File: config.mk
export PLATFORM = sky130hd
export DESIGN_NAME = control_sequencer_flat
export DESIGN_NICKNAME = d
export VERILOG_FILES = /design/src/rtl/control_sequencer_pkg.sv /design/src/rtl/control_sequencer_if.sv /design/src/rtl/control_sequencer_md_sequencer.sv /design/src/rtl/control_sequencer.sv /design/src/flat_wrapper.sv
export SDC_FILE = /design/constraint.sdc
export NUM_CORES = 1
export LEC_CHECK = 0
export CAP_MARGIN = 20
export CORE_MARGIN = 1.5
export CORE_UTILIZATION = 45
export DETAILED_ROUTE_END_ITERATION = 10
export GPL_ROUTABILITY_DRIVEN = 0
export PLACE_DENSITY = 0.77
export SKIP_LAST_GASP = 1
export SLEW_MARGIN = 20
export SYNTH_ARGS = -nofsm -noshare
export SYNTH_HDL_FRONTEND = slang
export SYNTH_HIERARCHICAL = 1
export SYNTH_SLANG_ARGS = --single-unit
File: constraint.sdc
create_clock -name clock -period 4.4 [get_ports clock]
set_clock_uncertainty 0.1 [all_clocks]
set_input_delay 1.1 -clock clock [delete_from_list [all_inputs] [get_ports clock]]
set_output_delay 1.1 -clock clock [all_outputs]
set_load 0.02 [all_outputs]
File: src/rtl/control_sequencer_pkg.sv
// Shared constants for the ID-stage control sequencer: opcode/funct fields,
// control-signal bundles, ALU operations, multiply/divide ops and FSM states.
package control_sequencer_pkg;

   localparam logic [5:0] OPCODE_SPECIAL  = 6'h00;
   localparam logic [5:0] OPCODE_J        = 6'h02;
   localparam logic [5:0] OPCODE_JAL      = 6'h03;
   localparam logic [5:0] OPCODE_BEQ      = 6'h04;
   localparam logic [5:0] OPCODE_BNE      = 6'h05;
   localparam logic [5:0] OPCODE_ADDI     = 6'h08;
   localparam logic [5:0] OPCODE_ADDIU    = 6'h09;
   localparam logic [5:0] OPCODE_SLTI     = 6'h0A;
   localparam logic [5:0] OPCODE_SLTIU    = 6'h0B;
   localparam logic [5:0] OPCODE_SPECIAL2 = 6'h1C;
   localparam logic [5:0] OPCODE_LW       = 6'h23;
   localparam logic [5:0] OPCODE_SW       = 6'h2B;

   localparam logic [5:0] FUNCT_SLL   = 6'h00;
   localparam logic [5:0] FUNCT_SRL   = 6'h02;
   localparam logic [5:0] FUNCT_MUL   = 6'h02;
   localparam logic [5:0] FUNCT_JR    = 6'h08;
   localparam logic [5:0] FUNCT_MFHI  = 6'h10;
   localparam logic [5:0] FUNCT_MFLO  = 6'h12;
   localparam logic [5:0] FUNCT_MULT  = 6'h18;
   localparam logic [5:0] FUNCT_MULTU = 6'h19;
   localparam logic [5:0] FUNCT_DIV   = 6'h1A;
   localparam logic [5:0] FUNCT_DIVU  = 6'h1B;
   localparam logic [5:0] FUNCT_ADD   = 6'h20;
   localparam logic [5:0] FUNCT_ADDU  = 6'h21;
   localparam logic [5:0] FUNCT_SUB   = 6'h22;
   localparam logic [5:0] FUNCT_SUBU  = 6'h23;
   localparam logic [5:0] FUNCT_AND   = 6'h24;
   localparam logic [5:0] FUNCT_OR    = 6'h25;
   localparam logic [5:0] FUNCT_XOR   = 6'h26;
   localparam logic [5:0] FUNCT_NOR   = 6'h27;
   localparam logic [5:0] FUNCT_SLT   = 6'h2A;
   localparam logic [5:0] FUNCT_SLTU  = 6'h2B;

   // {pc_src_hi, pc_src_lo, jump_link, alu_src, reg_dst, mem_read, mem_write, mem_to_reg, reg_write}
   localparam logic [8:0] SIG_NOP    = 9'h000;
   localparam logic [8:0] SIG_RTYPE  = 9'h011;
   localparam logic [8:0] SIG_ITYPE  = 9'h021;
   localparam logic [8:0] SIG_LW     = 9'h02B;
   localparam logic [8:0] SIG_SW     = 9'h024;
   localparam logic [8:0] SIG_BRANCH = 9'h100;
   localparam logic [8:0] SIG_J      = 9'h080;
   localparam logic [8:0] SIG_JAL    = 9'h0C1;
   localparam logic [8:0] SIG_JR     = 9'h180;

   localparam logic [4:0] ALUOP_ADD  = 5'd0;
   localparam logic [4:0] ALUOP_ADDU = 5'd1;
   localparam logic [4:0] ALUOP_SUB  = 5'd2;
   localparam logic [4:0] ALUOP_SUBU = 5'd3;
   localparam logic [4:0] ALUOP_AND  = 5'd4;
   localparam logic [4:0] ALUOP_OR   = 5'd5;
   localparam logic [4:0] ALUOP_XOR  = 5'd6;
   localparam logic [4:0] ALUOP_NOR  = 5'd7;
   localparam logic [4:0] ALUOP_SLT  = 5'd8;
   localparam logic [4:0] ALUOP_SLTU = 5'd9;
   localparam logic [4:0] ALUOP_SLL  = 5'd10;
   localparam logic [4:0] ALUOP_SRL  = 5'd11;
   localparam logic [4:0] ALUOP_MUL  = 5'd12;
   localparam logic [4:0] ALUOP_MFHI = 5'd13;
   localparam logic [4:0] ALUOP_MFLO = 5'd14;

   localparam logic [1:0] PCSEL_SEQ    = 2'b00;
   localparam logic [1:0] PCSEL_JUMP   = 2'b01;
   localparam logic [1:0] PCSEL_BRANCH = 2'b10;
   localparam logic [1:0] PCSEL_JR     = 2'b11;

   typedef enum logic [1:0] {
      MD_MULT  = 2'b00,
      MD_MULTU = 2'b01,
      MD_DIV   = 2'b10,
      MD_DIVU  = 2'b11
   } md_op_t;

   typedef enum logic {
      MD_IDLE = 1'b0,
      MD_BUSY = 1'b1
   } md_state_t;

   function automatic md_op_t md_op_of(input logic [5:0] funct);
      case (funct)
         FUNCT_MULTU: return MD_MULTU;
         FUNCT_DIV:   return MD_DIV;
         FUNCT_DIVU:  return MD_DIVU;
         default:     return MD_MULT;
      endcase
   endfunction

endpackage

File: src/rtl/control_sequencer_if.sv
// ID-stage bundle between the pipeline (master) and the control sequencer (slave).
interface control_sequencer_if;
   logic [5:0] id_opcode;
   logic [5:0] id_funct;
   logic       id_cmp_eq;
   logic       id_stall_ext;
   logic [8:0] id_signals;
   logic [4:0] id_alu_op;
   logic [1:0] id_pc_source_sel;
   logic       if_flush;
   logic       id_hold;
   logic       md_start;
   logic [1:0] md_op;
   logic       md_busy;
   logic       md_done;

   modport master (
      output id_opcode, id_funct, id_cmp_eq, id_stall_ext,
      input  id_signals, id_alu_op, id_pc_source_sel, if_flush, id_hold,
             md_start, md_op, md_busy, md_done
   );

   modport slave (
      input  id_opcode, id_funct, id_cmp_eq, id_stall_ext,
      output id_signals, id_alu_op, id_pc_source_sel, if_flush, id_hold,
             md_start, md_op, md_busy, md_done
   );
endinterface

File: src/rtl/control_sequencer_md_sequencer.sv
// Multiply/divide latency tracker: loads a down-counter on start and flags
// busy/done with registered outputs until the terminal count is reached.
module md_sequencer
   import control_sequencer_pkg::*;
#(
   parameter int MUL_LATENCY = 4,
   parameter int DIV_LATENCY = 32
) (
   input  logic clock,
   input  logic reset_n,
   input  logic start,
   input  logic is_div,
   output logic busy,
   output logic done
);
   // state   | meaning
   // MD_IDLE | no operation in flight, start accepted
   // MD_BUSY | counting down; done asserted while count == 0

   localparam logic [5:0] MUL_LOAD = 6'(MUL_LATENCY - 1);
   localparam logic [5:0] DIV_LOAD = 6'(DIV_LATENCY - 1);

   md_state_t  state;
   logic [5:0] count;

   always_ff @(posedge clock or negedge reset_n) begin
      if (!reset_n) begin
         state <= MD_IDLE;
         count <= '0;
         busy  <= 1'b0;
         done  <= 1'b0;
      end else begin
         case (state)
            MD_IDLE: begin
               if (start) begin
                  state <= MD_BUSY;
                  count <= is_div ? DIV_LOAD : MUL_LOAD;
                  busy  <= 1'b1;
               end
               done <= 1'b0;
            end
            MD_BUSY: begin
               if (count == '0) begin
                  state <= MD_IDLE;
                  busy  <= 1'b0;
                  done  <= 1'b0;
               end else begin
                  count <= count - 6'd1;
                  done  <= (count == 6'd1);
               end
            end
            default: begin
               state <= MD_IDLE;
               busy  <= 1'b0;
               done  <= 1'b0;
            end
         endcase
      end
   end

endmodule

File: src/rtl/control_sequencer.sv
// ID-stage control: combinational instruction decode, branch resolution and
// HI/LO interlock against the multiply/divide sequencer.
module control_sequencer
   import control_sequencer_pkg::*;
#(
   parameter int MUL_LATENCY = 4,
   parameter int DIV_LATENCY = 32,
   parameter bit DELAY_SLOT  = 1'b1
) (
   input  logic                clock,
   input  logic                reset_n,
   control_sequencer_if.slave  bus
);
   logic [8:0] dec_sig;
   logic [4:0] dec_alu;
   logic [1:0] dec_pcs;
   logic       dec_md;
   logic       dec_hilo;
   md_op_t     md_kind;
   logic       md_busy;
   logic       md_done;
   logic       md_start;
   logic       hold;
   logic       suppress;

   always_comb begin
      dec_sig  = SIG_NOP;
      dec_alu  = ALUOP_ADDU;
      dec_pcs  = PCSEL_SEQ;
      dec_md   = 1'b0;
      dec_hilo = 1'b0;
      case (bus.id_opcode)
         OPCODE_SPECIAL: begin
            case (bus.id_funct)
               FUNCT_ADD:  begin dec_sig = SIG_RTYPE; dec_alu = ALUOP_ADD;  end
               FUNCT_ADDU: begin dec_sig = SIG_RTYPE; dec_alu = ALUOP_ADDU; end
               FUNCT_SUB:  begin dec_sig = SIG_RTYPE; dec_alu = ALUOP_SUB;  end
               FUNCT_SUBU: begin dec_sig = SIG_RTYPE; dec_alu = ALUOP_SUBU; end
               FUNCT_AND:  begin dec_sig = SIG_RTYPE; dec_alu = ALUOP_AND;  end
               FUNCT_OR:   begin dec_sig = SIG_RTYPE; dec_alu = ALUOP_OR;   end
               FUNCT_XOR:  begin dec_sig = SIG_RTYPE; dec_alu = ALUOP_XOR;  end
               FUNCT_NOR:  begin dec_sig = SIG_RTYPE; dec_alu = ALUOP_NOR;  end
               FUNCT_SLT:  begin dec_sig = SIG_RTYPE; dec_alu = ALUOP_SLT;  end
               FUNCT_SLTU: begin dec_sig = SIG_RTYPE; dec_alu = ALUOP_SLTU; end
               FUNCT_SLL:  begin dec_sig = SIG_RTYPE; dec_alu = ALUOP_SLL;  end
               FUNCT_SRL:  begin dec_sig = SIG_RTYPE; dec_alu = ALUOP_SRL;  end
               FUNCT_JR:   begin dec_sig = SIG_JR;    dec_pcs = PCSEL_JR;   end
               FUNCT_MFHI: begin dec_sig = SIG_RTYPE; dec_alu = ALUOP_MFHI; dec_hilo = 1'b1; end
               FUNCT_MFLO: begin dec_sig = SIG_RTYPE; dec_alu = ALUOP_MFLO; dec_hilo = 1'b1; end
               FUNCT_MULT, FUNCT_MULTU, FUNCT_DIV, FUNCT_DIVU: dec_md = 1'b1;
               default: ;
            endcase
         end
         OPCODE_SPECIAL2: begin
            if (bus.id_funct == FUNCT_MUL) begin
               dec_sig = SIG_RTYPE;
               dec_alu = ALUOP_MUL;
            end
         end
         OPCODE_J:     begin dec_sig = SIG_J;   dec_pcs = PCSEL_JUMP; end
         OPCODE_JAL:   begin dec_sig = SIG_JAL; dec_pcs = PCSEL_JUMP; end
         OPCODE_BEQ: begin
            dec_sig = SIG_BRANCH;
            dec_alu = ALUOP_SUBU;
            if (bus.id_cmp_eq) dec_pcs = PCSEL_BRANCH;
         end
         OPCODE_BNE: begin
            dec_sig = SIG_BRANCH;
            dec_alu = ALUOP_SUBU;
            if (!bus.id_cmp_eq) dec_pcs = PCSEL_BRANCH;
         end
         OPCODE_ADDI:  begin dec_sig = SIG_ITYPE; dec_alu = ALUOP_ADD;  end
         OPCODE_ADDIU: begin dec_sig = SIG_ITYPE; dec_alu = ALUOP_ADDU; end
         OPCODE_SLTI:  begin dec_sig = SIG_ITYPE; dec_alu = ALUOP_SLT;  end
         OPCODE_SLTIU: begin dec_sig = SIG_ITYPE; dec_alu = ALUOP_SLTU; end
         OPCODE_LW:    begin dec_sig = SIG_LW;    dec_alu = ALUOP_ADDU; end
         OPCODE_SW:    begin dec_sig = SIG_SW;    dec_alu = ALUOP_ADDU; end
         default: ;
      endcase
   end

   // Only HI/LO readers and new md ops must wait; everything else flows past a busy unit.
   assign hold     = md_busy && (dec_md || dec_hilo);
   assign suppress = hold || bus.id_stall_ext;
   assign md_kind  = md_op_of(bus.id_funct);
   assign md_start = reset_n && dec_md && !md_busy && !bus.id_stall_ext;

   md_sequencer #(
      .MUL_LATENCY (MUL_LATENCY),
      .DIV_LATENCY (DIV_LATENCY)
   ) u_md_sequencer (
      .clock   (clock),
      .reset_n (reset_n),
      .start   (md_start),
      .is_div  ((md_kind == MD_DIV) || (md_kind == MD_DIVU)),
      .busy    (md_busy),
      .done    (md_done)
   );

   assign bus.id_signals       = suppress ? SIG_NOP    : dec_sig;
   assign bus.id_alu_op        = suppress ? ALUOP_ADDU : dec_alu;
   assign bus.id_pc_source_sel = suppress ? PCSEL_SEQ  : dec_pcs;
   assign bus.if_flush         = !DELAY_SLOT && !suppress && (dec_pcs != PCSEL_SEQ);
   assign bus.id_hold          = hold;
   assign bus.md_start         = md_start;
   assign bus.md_op            = md_kind;
   assign bus.md_busy          = md_busy;
   assign bus.md_done          = md_done;

endmodule

File: src/flat_wrapper.sv
// flat-port wrapper written by rule: the top's interface ports become plain ports
module control_sequencer_flat import control_sequencer_pkg::*;
#(
   parameter int MUL_LATENCY = 4,
   parameter int DIV_LATENCY = 32,
   parameter bit DELAY_SLOT  = 1'b1
)
  (clock, reset_n, bus_id_opcode, bus_id_funct, bus_id_cmp_eq, bus_id_stall_ext, bus_id_signals, bus_id_alu_op, bus_id_pc_source_sel, bus_if_flush, bus_id_hold, bus_md_start, bus_md_op, bus_md_busy, bus_md_done);
  control_sequencer_if bus_i ();
  input  logic clock;
  input  logic reset_n;
  input wire logic [$bits(bus_i.id_opcode)-1:0] bus_id_opcode;
  input wire logic [$bits(bus_i.id_funct)-1:0] bus_id_funct;
  input wire logic [$bits(bus_i.id_cmp_eq)-1:0] bus_id_cmp_eq;
  input wire logic [$bits(bus_i.id_stall_ext)-1:0] bus_id_stall_ext;
  output wire logic [$bits(bus_i.id_signals)-1:0] bus_id_signals;
  output wire logic [$bits(bus_i.id_alu_op)-1:0] bus_id_alu_op;
  output wire logic [$bits(bus_i.id_pc_source_sel)-1:0] bus_id_pc_source_sel;
  output wire logic [$bits(bus_i.if_flush)-1:0] bus_if_flush;
  output wire logic [$bits(bus_i.id_hold)-1:0] bus_id_hold;
  output wire logic [$bits(bus_i.md_start)-1:0] bus_md_start;
  output wire logic [$bits(bus_i.md_op)-1:0] bus_md_op;
  output wire logic [$bits(bus_i.md_busy)-1:0] bus_md_busy;
  output wire logic [$bits(bus_i.md_done)-1:0] bus_md_done;
  assign bus_i.id_opcode = bus_id_opcode;
  assign bus_i.id_funct = bus_id_funct;
  assign bus_i.id_cmp_eq = bus_id_cmp_eq;
  assign bus_i.id_stall_ext = bus_id_stall_ext;
  assign bus_id_signals = bus_i.id_signals;
  assign bus_id_alu_op = bus_i.id_alu_op;
  assign bus_id_pc_source_sel = bus_i.id_pc_source_sel;
  assign bus_if_flush = bus_i.if_flush;
  assign bus_id_hold = bus_i.id_hold;
  assign bus_md_start = bus_i.md_start;
  assign bus_md_op = bus_i.md_op;
  assign bus_md_busy = bus_i.md_busy;
  assign bus_md_done = bus_i.md_done;
  control_sequencer #(.MUL_LATENCY(MUL_LATENCY), .DIV_LATENCY(DIV_LATENCY), .DELAY_SLOT(DELAY_SLOT)) u_core (.clock(clock), .reset_n(reset_n), .bus(bus_i));
endmodule
## Word level (Yosys, flattened, before mapping)

Cells that the tools add are included.

| operators by class | value |
|---|---|
| $add $sub $neg | 1 |
| $mul | 0 |
| divide/modulo/power cells | 0 |
| $lt $le $gt $ge | 0 |
| equality and inequality tests | 35 |
| shift-type cells | 0 |
| muxes and demuxes | 30 |
| bitwise gates (word level) | 1 |
| reduce and logical (&&, ||, !) cells | 20 |

Operators with widths:

| operator | count |
|---|---|
| $eq 6x6->1 const B | 12 |
| $pmux 9 s8 | 1 |
| $pmux 4 s13 | 1 |
| $eq 6x5->1 const B | 7 |
| $eq 6x4->1 const B | 5 |
| $pmux 5 s6 | 1 |
| $eq 6x2->1 const B | 3 |
| $logic_not 6->1 | 3 |
| $pmux 9 s2 | 1 |
| $mux 5 | 3 |
| $reduce_or 14->1 | 1 |
| $eq 6x3->1 const B | 2 |
| $mux 6 | 2 |
| $pmux 6 s2 | 1 |
| $mux 1 | 9 |
| $mux 9 | 1 |
| $mux 2 | 4 |
| $pmux 2 s4 | 1 |
| $reduce_or 4->1 | 2 |
| $eq 6x1->1 const B | 1 |
| $pmux 1 s2 | 3 |
| $pmux 2 s3 | 1 |
| $reduce_or 2->1 | 3 |
| $sub 6x1->6 const B | 1 |
| other kinds (9) | 18 |

| storage, ports and cells | value |
|---|---|
| register bits after elaboration | 9 |
| bits in latches | 0 |
| RAM bits | 0 |
| memory bits (read-only) | 0 |
| input bits | 16 |
| output and inout bits | 23 |
| logic and storage cells | 91 |
| memories kept | 0 |

## Logic depth before layout (Yosys ltp)

| logic depth | value |
|---|---|
| depth after elaboration | 9 |
| gate-level depth with buffers | 7 |

## Hierarchy

Netlist, hierarchy kept.

By module, submodules not included:

| module | times used | cells each | area an instance (µm²) |
|---|---|---|---|
| control_sequencer | 1 | 99 | 686.9 |
| md_sequencer | 1 | 53 | 538.0 |

## Worst setup path before layout

Ideal clock, no wire load.

| timing path | value |
|---|---|
| path kind | in2out |
| start point | input port bus_id_opcode[0] |
| end point | output port bus_id_alu_op[1] |
| arrival time | 2.570 ns |
| required time | 3.200 ns |
| slack | 0.630 ns |
| cell stages on the path | 5 |
| path through | buf_6 > or4_4 > nor3_2 > o21ai_1 > a211oi_1 |

| on the way | value |
|---|---|
| word-level cells in the longest chain between the ends | 6 |
| elaborated cells on any way between the ends | 15 |
| those cells by class | eq/ne: 6; mux: 4; reduce/logical: 5 |

Ends and longest elaborated chain:

| what | RTL line | source |
|---|---|---|
| from (decl) | flat_wrapper.sv:12 | `input wire logic [$bits(bus_i.id_opcode)-1:0] bus_id_opcode;` |
| parallel branches: the longest is 5 deep, another holds $eq 6x3->1 | n/a |  |
| $mux 5 (*) | control_sequencer.sv:101 | `assign bus.id_alu_op = suppress ? ALUOP_ADDU : dec_alu;` |
| to (decl) | flat_wrapper.sv:17 | `output wire logic [$bits(bus_i.id_alu_op)-1:0] bus_id_alu_op;` |

Every way passes the cells marked *.

## Worst setup path in the final report

| timing path | value |
|---|---|
| start point | input port bus_id_funct[4] |
| end point | output port bus_id_alu_op[0] |

| on the way | value |
|---|---|
| word-level cells in the longest chain between the ends | 8 |
| elaborated cells on any way between the ends | 30 |
| those cells by class | eq/ne: 16; mux: 8; reduce/logical: 6 |

Ends and longest elaborated chain:

| what | RTL line | source |
|---|---|---|
| from (decl) | flat_wrapper.sv:13 | `input wire logic [$bits(bus_i.id_funct)-1:0] bus_id_funct;` |
| $eq 6x5->1 | control_sequencer.sv:34 | `case (bus.id_funct)` |
| $reduce_or 4->1 or $reduce_or 2->1 (tied branches) | n/a |  |
| $mux 1 | control_sequencer.sv:34 |  |
| $mux 1 | control_sequencer.sv:32 | `case (bus.id_opcode)` |
| $logic_or 1x1->1 | control_sequencer.sv:83 | `assign hold = md_busy && (dec_md \|\| dec_hilo);` |
| $logic_and 1x1->1 | control_sequencer.sv:83 |  |
| $logic_or 1x1->1 | control_sequencer.sv:84 | `assign suppress = hold \|\| bus.id_stall_ext;` |
| $mux 5 (*) | control_sequencer.sv:101 |  |

Every way passes the cells marked *; elsewhere a longest branch is shown, timed or not.

==> results.cfg <==
[worst_setup_path]
crit-reg2reg-launch = u_core/u_md_sequencer/count[0]$_DFFE_PN0P_
start_kind = input port
cp_slowest_stage_delay_ps = 540
crit_required_ps = 3200
crit_slowest_cell = clkdlybuf4s50_1
cp-end-kind = output pin
crit_type = input port to output pin
critPathMaxFanout = 5
crit_chain = clkdlybuf4s50_1, nor4bb_2, a211oi_1, o311ai_1, or4b_1, dlygate4sd2_1
critPathArrivalTime_ps = 3130
startpoint = bus_id_funct[4]

[layout]
nFillCells = 206
final_common_cell = buf_4
fin_nets = 239
fin_util_pct = 74.40
final_layout_size_suffix_gt1_share_pct = 26.94
diodes = 0
layout_common_cells = 37 x buf_4, 22 x clkdlybuf4s50_1, 15 x nor2_1, 10 x dlygate4sd2_1
area_growth_syn_to_layout_pct = 53.22
finish.instance_area_sq_um = 1877

[clock_network]
clkTransAtPathRegs_ps = 50
cts_buffers = 3
htree_levels = 1
clkSinkCount = 9
clockRootBuffer = clkbuf_4
cts_tree = done
postCtsHoldBufs = 0
clkLatencyLatePin_ps = 270
clk_path_buf_depth = 2

[synth]
yosys_most_used_dff = dfrtp_1
synth-seq-area-share_pct = 18.39
synth-seq-cells = 9
syn-instance-count = 152
avgSynthCellArea_sq_um = 8.059
synth-edff-count = 0
synthArstFlopShare_pct = 100.0
syn-cell-area_sq_um = 1225
ys_types = 61
ys_warn_count = 6

[routing]
drt-initial-drc-count = 47
drc = 0
drt_first_pass_iters = 4
vias_per_cell = 5.779
routed_wl_um = 3631
vias = 1439
ant_nets = 0
routedWlPerCell_um = 14.58

[run]
cap_violations = 0

[placed_design]
port-buffer-count = 36
hpwl_um = 2847
dpl-instance-area_sq_um = 1828

[grt]
grt_max_degree = 14
antenna_found_initial = 0
grt.overflow.total = 0
first_global_vias = 1291
grt_usage_pct = 25.66
grt_pass1_wl_um = 5685

[die]
fp.dieH_um = 55.18
core_area_sq_um = 2522
start_util_pct = 48.56
die_w_um = 55.18
io_pins = 39
row_count = 18
dieArea_sq_um = 3044

[power]
p_leak_uw = 0.0008513
power.density_nw_per_um2 = 129.3
ir_drop_uv = 191.0

[timing]
fin_crit_ps = 4328
period_share_pct = 98.36
tightest_slew_ps = 546.2
relSlewSlack_pct = 63.37
finalHoldViolCount = 0
fmax_mhz = 231.1
setup_violations = 0
slew_violations = 0

[worst_hold_path]
hold_start = u_core/u_md_sequencer/count[1]$_DFFE_PN0P_
min_path_type = flop to flop

[outcome]
run_status = finished clean
where the power goes:
group          switching (uW)  internal, uW
Clock                    29.8          35.0
Combinational            45.7          47.3
Sequential               1.50          83.4
critical path: cells and delay by family:
| kind | cells | cell delay [ps] |
|---|---|---|
| compound gates | 2 | 320 |
| buf+inv | 2 | 880 |
| simple gates | 2 | 820 |
layout make-up:
class	instances	area, sq um	share of cell area, %
Tap cell	30	37.54	2.000
Inverter	5	18.77	1.000
Timing Repair Buffer	73	635.6	33.87
Clock buffer	4	26.28	1.400
Sequential cell	9	225.2	12.00
Multi-Input combinational cell	128	933.4	49.73
metal layers:
metal  wire [um]  GRT usage (%)
met3         155          2.151
met4          48          9.756
met5           0              0
met1        1609          30.97
met2        1816          46.83
synth_stat cells (2+ instances only):
cell | instances | area share (%)
or4_1 | 2 | 1.2
dfrtp_1 | 9 | 18
nand2_1 | 9 | 2.8
a21boi_0 | 2 | 1.2
o21ai_0 | 4 | 1.6
nor3_1 | 7 | 2.9
a211oi_2 | 2 | 2.0
a31oi_1 | 3 | 1.5
a21oi_1 | 3 | 1.2
ha_1 | 3 | 3.1
and2_1 | 5 | 2.6
buf_4 | 4 | 2.5
nand3_1 | 3 | 1.2
o22ai_1 | 2 | 1.0
and3_2 | 2 | 1.2
o22a_1 | 2 | 1.4
nor2_1 | 15 | 4.6
nor2b_1 | 4 | 2.0
nor4_1 | 2 | 1.0
inv_1 | 5 | 1.5
and3_1 | 3 | 1.5
buf_2 | 4 | 1.6
clkbuf_1 | 2 | 0.61
nand2b_1 | 6 | 3.1
o41ai_1 | 3 | 2.1
nor3b_1 | 3 | 1.8
nand4b_1 | 3 | 2.1
a211oi_1 | 7 | 4.3
flip-flops by register name, summed over array words and instances (netlist names):
signal and count:
u_core/u_md_sequencer/count 6, u_core/u_md_sequencer/state 1, u_core/u_md_sequencer/busy 1, u_core/u_md_sequencer/done 1
final timing paths:
kind | cells past startpoint | to | slack (ps)
max | 6 | bus_id_alu_op[0] | 70
min | 1 | u_core/u_md_sequencer/count[1]$_DFFE_PN0P_ | 470
max reg2reg | 5 | u_core/u_md_sequencer/busy$_DFFE_PN0P_ | 2600
min reg2reg | 1 | u_core/u_md_sequencer/count[1]$_DFFE_PN0P_ | 470
max in group asynchronous | 2 | u_core/u_md_sequencer/busy$_DFFE_PN0P_ | 2970
min in group asynchronous | 2 | u_core/u_md_sequencer/count[5]$_DFFE_PN0P_ | 1090
logic make-up after synthesis:
family / count (synthesis) / share of synthesized area (%)
AO/OA/AOI/OAI: 42 / 26.35
XOR/XNOR: 1 / 0.7151
adder cells (fa/ha/maj): 3 / 3.065
buffers and inverters: 16 / 7.151
flip-flops: 9 / 18.39
multiplexers: 1 / 0.8172
other: 1 / 0.3061
AND/OR/NAND/NOR: 79 / 43.21
what timing repair did:
item                       4_1_cts  5_1_grt
resized for setup               11        7
setup buffers                    1        0
setup endpoints to repair       11        3
through the flow:
step / worst slack, ps / hold WS [ps] / setup TNS [ps] / power [uW] / cells
CTS: 3.080 / 468.8 / 0 / 242.3 / 249
global placement: -86.14 / 457.1 / -537.7 / 174.2 / 244
detailed placement: -154.2 / 456.0 / -927.8 / 176.6 / 244
floorplan: 629.7 / 425.5 / 0 / 124.8 / 153
finish: 72.06 / 469.3 / 0 / 242.7 / 249
global route: -3.762 / 500.8 / -3.762 / 255.7 / 249
Power figures use the tool's default switching activity.
